File: src/rtl/regs_dump.sv
`default_nettype none
// ============================================================================
//  Module      : regs_dump
//  Description : Debug read-out engine for the picoMIPS register file. On a
//                start request it borrows register-file read port 1, walks
//                addresses 0..LAST and emits each register as one beat on a
//                valid/ready stream. hold (== busy) freezes core register
//                writes so the snapshot is coherent.
//  Revision    : 1.0 - initial release
// ============================================================================
module regs_dump #(
    parameter int n    = 8,
    parameter int LAST = 13
) (
    input  logic         clk,
    input  logic         reset,
    input  logic         start,
    output logic [3:0]   Raddr,
    input  logic [n-1:0] Rdata,
    output logic [n-1:0] out_data,
    output logic [3:0]   out_addr,
    output logic         out_valid,
    input  logic         out_ready,
    output logic         busy,
    output logic         hold,
    output logic         done
);

    localparam logic [3:0] C_LAST = 4'(LAST);

    typedef enum logic [1:0] {
        S_IDLE = 2'd0,
        S_READ = 2'd1,
        S_SEND = 2'd2,
        S_DONE = 2'd3
    } state_t;

    state_t       r_state;
    logic [3:0]   r_addr;
    logic [n-1:0] r_data;
    logic [3:0]   r_out_addr;
    logic         r_valid;
    logic         r_busy;
    logic         r_done;

    // Dump sequencer: busy/done are registered alongside the state so that
    // they never glitch on multi-bit state transitions (e.g. SEND -> READ).
    always_ff @(posedge clk or posedge reset) begin
        if (reset) begin
            r_state    <= S_IDLE;
            r_addr     <= 4'd0;
            r_data     <= '0;
            r_out_addr <= 4'd0;
            r_valid    <= 1'b0;
            r_busy     <= 1'b0;
            r_done     <= 1'b0;
        end else begin
            r_done <= 1'b0;
            case (r_state)
                S_IDLE: begin
                    r_addr <= 4'd0;
                    if (start) begin
                        r_state <= S_READ;
                        r_busy  <= 1'b1;
                    end
                end
                S_READ: begin
                    // Core is held, so Rdata for r_addr is stable this cycle.
                    r_data     <= Rdata;
                    r_out_addr <= r_addr;
                    r_valid    <= 1'b1;
                    r_state    <= S_SEND;
                end
                S_SEND: begin
                    if (r_valid && out_ready) begin
                        r_valid <= 1'b0;
                        if (r_addr == C_LAST) begin
                            // Counter stops at LAST, so it never wraps.
                            r_state <= S_DONE;
                            r_busy  <= 1'b0;
                            r_done  <= 1'b1;
                        end else begin
                            r_addr  <= r_addr + 4'd1;
                            r_state <= S_READ;
                        end
                    end
                end
                S_DONE: begin
                    r_addr  <= 4'd0;
                    r_state <= S_IDLE;
                end
                default: begin
                    r_state <= S_IDLE;
                    r_busy  <= 1'b0;
                    r_valid <= 1'b0;
                end
            endcase
        end
    end

    assign Raddr     = r_addr;
    assign out_data  = r_data;
    assign out_addr  = r_out_addr;
    assign out_valid = r_valid;
    assign busy      = r_busy;
    assign hold      = r_busy;
    assign done      = r_done;

endmodule
`default_nettype wire
File: config.mk
export PLATFORM = sky130hd
export DESIGN_NAME = regs_dump
export DESIGN_NICKNAME = d
export VERILOG_FILES = /design/src/rtl/regs_dump.sv
export SDC_FILE = /design/constraint.sdc
export NUM_CORES = 1
export LEC_CHECK = 0
export CORE_MARGIN = 5
export CORE_UTILIZATION = 40
export DETAILED_ROUTE_END_ITERATION = 12
export GPL_TIMING_DRIVEN = 0
export PLACE_DENSITY_LB_ADDON = 0.08
export SYNTH_ARGS = -nofsm -noshare
export SYNTH_HDL_FRONTEND = slang
export SYNTH_SLANG_ARGS = --single-unit
File: constraint.sdc
create_clock -name clk -period 2.5 [get_ports clk]
set_input_delay 0.625 -clock clk [delete_from_list [all_inputs] [get_ports clk]]
set_output_delay 0.625 -clock clk [all_outputs]
set_load 0.005 [all_outputs]
==> metrics.txt, run 1 <==
# TYPE chip_impl_metric gauge
chip_impl_metric{name="slew_headroom",unit="%"} 46.8
chip_impl_info{name="path_cells",value="clkdlybuf4s50_1"} 1
chip_impl_info{name="setup.worst_path.start",value="Raddr[0]"} 1
chip_impl_metric{name="cts-resized-gates",unit=""} 0
chip_impl_metric{name="seqCellArea",unit="um^2"} 526
chip_impl_metric{name="synthesis.nets",unit=""} 95
chip_impl_metric{name="final.min_clock_period",unit="ns"} 1.99
chip_impl_info{name="tritoncts",value="done"} 1
chip_impl_metric{name="worst_ep_arrival_time",unit="ns"} 1.37
chip_impl_metric{name="initial_utilization",unit="%"} 41.0
chip_impl_metric{name="finish.net_count",unit=""} 131
chip_impl_metric{name="clkSlewWorstSetupHoldPaths",unit="ns"} 0.12
chip_impl_metric{name="required",unit="ns"} 1.88
chip_impl_metric{name="post_route_cells_drive_above_1_share",unit="%"} 18.6
chip_impl_metric{name="ir_worst_vdd",unit="mV"} 0.653
chip_impl_metric{name="fmax",unit="MHz"} 502
chip_impl_metric{name="syn_area",unit="um^2"} 988
chip_impl_info{name="cell_with_the_largest_stage_delay_on_the_worst_path",value="sky130_fd_sc_hd__clkdlybuf4s50_1"} 1
chip_impl_info{name="critPathCaptureType",value="output pin"} 1
chip_impl_info{name="crit_end",value="Raddr[0]"} 1
chip_impl_info{name="unrepaired_setup_endpoints_after_global_routing",value="false"} 1
chip_impl_info{name="final_common_cell",value="sky130_fd_sc_hd__clkdlybuf4s50_1"} 1
chip_impl_metric{name="design_power_total",unit="mW"} 1.32
chip_impl_metric{name="antenna_violating_nets_post_route",unit=""} 0
chip_impl_metric{name="cts.hold.buffers_added",unit=""} 0
chip_impl_metric{name="post-route-drc-count",unit=""} 0
chip_impl_info{name="critical_path.top_delay_family",value="buffers and inverters"} 1
chip_impl_metric{name="first_pass_grt_wire_length",unit="um"} 3460
chip_impl_metric{name="final.fill_count",unit=""} 219
chip_impl_metric{name="synth_area_per_cell",unit="um^2"} 12.7
chip_impl_metric{name="placement_rows",unit=""} 18
chip_impl_metric{name="antennaDiodeCount",unit=""} 0
chip_impl_metric{name="critPathBufInv",unit=""} 1
chip_impl_info{name="netlist_top_cells_area",value="sky130_fd_sc_hd__dfrtp_1, sky130_fd_sc_hd__mux2_2, sky130_fd_sc_hd__ha_1"} 1
chip_impl_metric{name="grt_start_max_net_pins",unit=""} 22
chip_impl_metric{name="final_hold_viol_count",unit=""} 0
chip_impl_metric{name="cts.htree.levels",unit=""} 1
chip_impl_metric{name="yosys_warnings",unit=""} 0
chip_impl_metric{name="antenna_found_initial",unit=""} 0
chip_impl_metric{name="utilization",unit="%"} 56.5
chip_impl_metric{name="synthCells",unit=""} 78
chip_impl_metric{name="grt-ovfl-total",unit=""} 0
chip_impl_metric{name="hpwl",unit="um"} 1530
chip_impl_metric{name="finish.cell_count_without_fillers",unit=""} 143
chip_impl_metric{name="numPortBuffers",unit=""} 31
chip_impl_metric{name="drt_first_iter_violations",unit=""} 10
chip_impl_metric{name="clock_buffer_depth",unit=""} 2
chip_impl_metric{name="drt-vias-per-instance",unit=""} 5.19
chip_impl_metric{name="die_y",unit="um"} 59.7
chip_impl_metric{name="synth_top_cell_area_share",unit="%"} 53.2
chip_impl_info{name="outcome",value="finished, final reports clean"} 1
chip_impl_metric{name="cp_num_cells",unit=""} 1
chip_impl_metric{name="max_slew.worst_pin.slew",unit="ns"} 0.797
chip_impl_metric{name="via_count",unit=""} 742
chip_impl_metric{name="via_count_of_the_first_global_routing_pass",unit=""} 772
chip_impl_metric{name="synth_seq_area_share",unit="%"} 53.2
chip_impl_metric{name="gpl.final_weighted_congestion",unit=""} 0.738
chip_impl_info{name="start_kind",value="flip-flop"} 1
chip_impl_metric{name="timing.critical_path.fanout_max",unit=""} 8
chip_impl_info{name="ctsRootBufferMaster",value="sky130_fd_sc_hd__clkbuf_4"} 1
chip_impl_metric{name="final.setup.tns",unit="ns"} 0
chip_impl_metric{name="drt-wirelength-per-cell",unit="um"} 14.6
chip_impl_metric{name="chipWidth",unit="um"} 59.7
chip_impl_metric{name="cts.sink_count",unit=""} 21
chip_impl_metric{name="setup_viol_count_final",unit=""} 0
chip_impl_metric{name="multiInputGateArea",unit="um^2"} 413
chip_impl_metric{name="crit_path_max_incr_delay",unit="ns"} 0.56
chip_impl_metric{name="finalCritPeriodShare",unit="%"} 79.7
chip_impl_metric{name="post_cts.repair.setup_buffers",unit=""} 0
chip_impl_info{name="worstReg2RegStart",value="r_state[0]"} 1
chip_impl_metric{name="totalWireLength",unit="um"} 2090
chip_impl_info{name="timing.hold.worst.class",value="reg2reg"} 1
chip_impl_metric{name="syn_to_final_growth",unit="%"} 37.8
chip_impl_metric{name="reg2regPathDepth",unit=""} 6
chip_impl_metric{name="power.static_leakage",unit="nW"} 0.617
chip_impl_metric{name="maxSlewViolCount",unit=""} 0
chip_impl_metric{name="detailedRoute.firstPassIterationCount",unit=""} 4
chip_impl_metric{name="r2r_slack",unit="ns"} 0.95
chip_impl_metric{name="standard_cell_core_area",unit="um^2"} 2410
chip_impl_info{name="yosys.area.top_type",value="sky130_fd_sc_hd__dfrtp_1"} 1
chip_impl_metric{name="gr-usage-all-layers",unit="%"} 12.8
chip_impl_metric{name="cts_buffers",unit=""} 3
chip_impl_metric{name="synth.lib_cells_used.distinct",unit=""} 31
chip_impl_info{name="layout.cells.most_common_list",value="sky130_fd_sc_hd__clkdlybuf4s50_1, sky130_fd_sc_hd__dfrtp_1, sky130_fd_sc_hd__mux2_2"} 1
chip_impl_info{name="worstReg2RegEnd",value="Raddr[3]"} 1
chip_impl_metric{name="skew",unit="ns"} 0.000488
chip_impl_metric{name="clock_insertion_delay_worst_skew",unit="ns"} 0.30
chip_impl_metric{name="drv.max_cap_violation_count",unit=""} 0
chip_impl_metric{name="placed_cells_incl_taps",unit=""} 139
chip_impl_info{name="timing_worst_setup_path_type",value="reg2out"} 1
chip_impl_metric{name="floorplan.io_pins",unit=""} 32
chip_impl_metric{name="die_area",unit="um^2"} 3570
chip_impl_metric{name="power.density_cell_area",unit="nW/um^2"} 966
chip_impl_metric{name="synth.ff_latch_count",unit=""} 21
report_power, final:
group / internal (mW) / total [mW] / switching [mW] / leakage [nW]
clock: 0.0622 / 0.168 / 0.105 / 0.0150
combinational: 0.373 / 0.628 / 0.255 / 0.340
sequential: 0.444 / 0.521 / 0.0771 / 0.262
total: 0.879 / 1.32 / 0.438 / 0.617
metrics by stage:
| stage | area (um^2) | hold WS (ns) | setup slack (ns) |
|---|---|---|---|
| floorplan | 988 | 0.476 | 1.11 |
| global placement | 1340 | 0.490 | 0.691 |
| detailed placement | 1340 | 0.496 | 0.687 |
| CTS | 1360 | 0.525 | 0.505 |
| global route | 1360 | 0.539 | 0.456 |
| finish | 1360 | 0.519 | 0.507 |
layer usage:
layer / vias to the layer above / GRT usage [%] / wire length [um]
li1: 354 / - / -
met1: 367 / 18.1 / 967
met2: 19 / 19.4 / 1010
met3: 2 / 2.16 / 95
met4: 0 / 4.75 / 12
met5: - / 0 / 0
registers in the layout, summed over array words and instances (netlist names):
| register | cells |
|---|---|
| out_data | 8 |
| Raddr | 4 |
| out_addr | 4 |
| r_state | 2 |
| busy | 1 |
| done | 1 |
| out_valid | 1 |
area by class of cell:
type | count | share of cell area, %
Inverter | 7 | 1.93
Timing Repair Buffer | 31 | 22.8
Tap cell | 30 | 2.75
Buffer | 3 | 1.74
Sequential cell | 21 | 38.6
Clock buffer | 4 | 1.93
Multi-Input combinational cell | 47 | 30.3
cells by family (layout without fill, tap and decap cells):
| logic type | Yosys count | in the layout | synth area share (%) |
|---|---|---|---|
| fa+ha+maj | 5 | 5 | 6.33 |
| flops | 21 | 21 | 53.2 |
| compound gates | 14 | 14 | 11.8 |
| simple gates | 15 | 15 | 8.99 |
| buf+inv | 10 | 45 | 5.06 |
| mux | 13 | 13 | 14.7 |
cell usage after synthesis:
library cell and number:
sky130_fd_sc_hd__nand4b_1 1, sky130_fd_sc_hd__nor2_1 2, sky130_fd_sc_hd__nand2b_1 2, sky130_fd_sc_hd__o22ai_1 1, sky130_fd_sc_hd__buf_2 1, sky130_fd_sc_hd__nand3_1 2, sky130_fd_sc_hd__buf_4 1, sky130_fd_sc_hd__and4_1 1
sky130_fd_sc_hd__nand2_1 1, sky130_fd_sc_hd__o31ai_1 1, sky130_fd_sc_hd__inv_1 7, sky130_fd_sc_hd__and3_1 1, sky130_fd_sc_hd__nor4_1 1, sky130_fd_sc_hd__nand4_1 2, sky130_fd_sc_hd__nand2_2 1, sky130_fd_sc_hd__o211ai_1 1
sky130_fd_sc_hd__mux2_2 12, sky130_fd_sc_hd__a31oi_1 2, sky130_fd_sc_hd__dfrtp_1 21, sky130_fd_sc_hd__a22o_1 2, sky130_fd_sc_hd__ha_1 5, sky130_fd_sc_hd__mux2i_1 1, sky130_fd_sc_hd__o21ai_0 1, sky130_fd_sc_hd__a21boi_0 1
sky130_fd_sc_hd__and2_1 1, sky130_fd_sc_hd__a21bo_2 1, sky130_fd_sc_hd__o32ai_2 1, sky130_fd_sc_hd__o2bb2ai_1 1, sky130_fd_sc_hd__a211o_1 1, sky130_fd_sc_hd__buf_6 1, sky130_fd_sc_hd__o22a_1 1
how the worst min path moves through the flow:
stage / from / to / slack [ns] / cells after the start
floorplan: r_state[1] / r_state[1] / 0.48 / 1
global placement: out_data[4] / out_data[4] / 0.49 / 1
detailed placement: out_data[1] / out_data[1] / 0.50 / 1
CTS: out_data[1] / out_data[1] / 0.52 / 1
global route: r_state[1] / r_state[1] / 0.54 / 1
finish: out_data[6] / out_data[6] / 0.52 / 1
No activity file was read; power rests on OpenSTA's default activity.
==> run 2: changes to the inputs <==
Clock period 2.5 ns to 2.1 ns, I/O delays scaled along.
==> results of run 2 <==
Same layout as run 1 (identical final DEF). Status: finished, final reports clean.
Main changes from that run: setup slack after placement 0.687 ns -> 0.387 ns; setup slack after layout 0.507 ns -> 0.207 ns; register-to-register setup slack 0.95 ns -> 0.55 ns; total power 1.32 mW -> 1.57 mW; worst IR drop on VDD 0.653 mV -> 0.777 mV
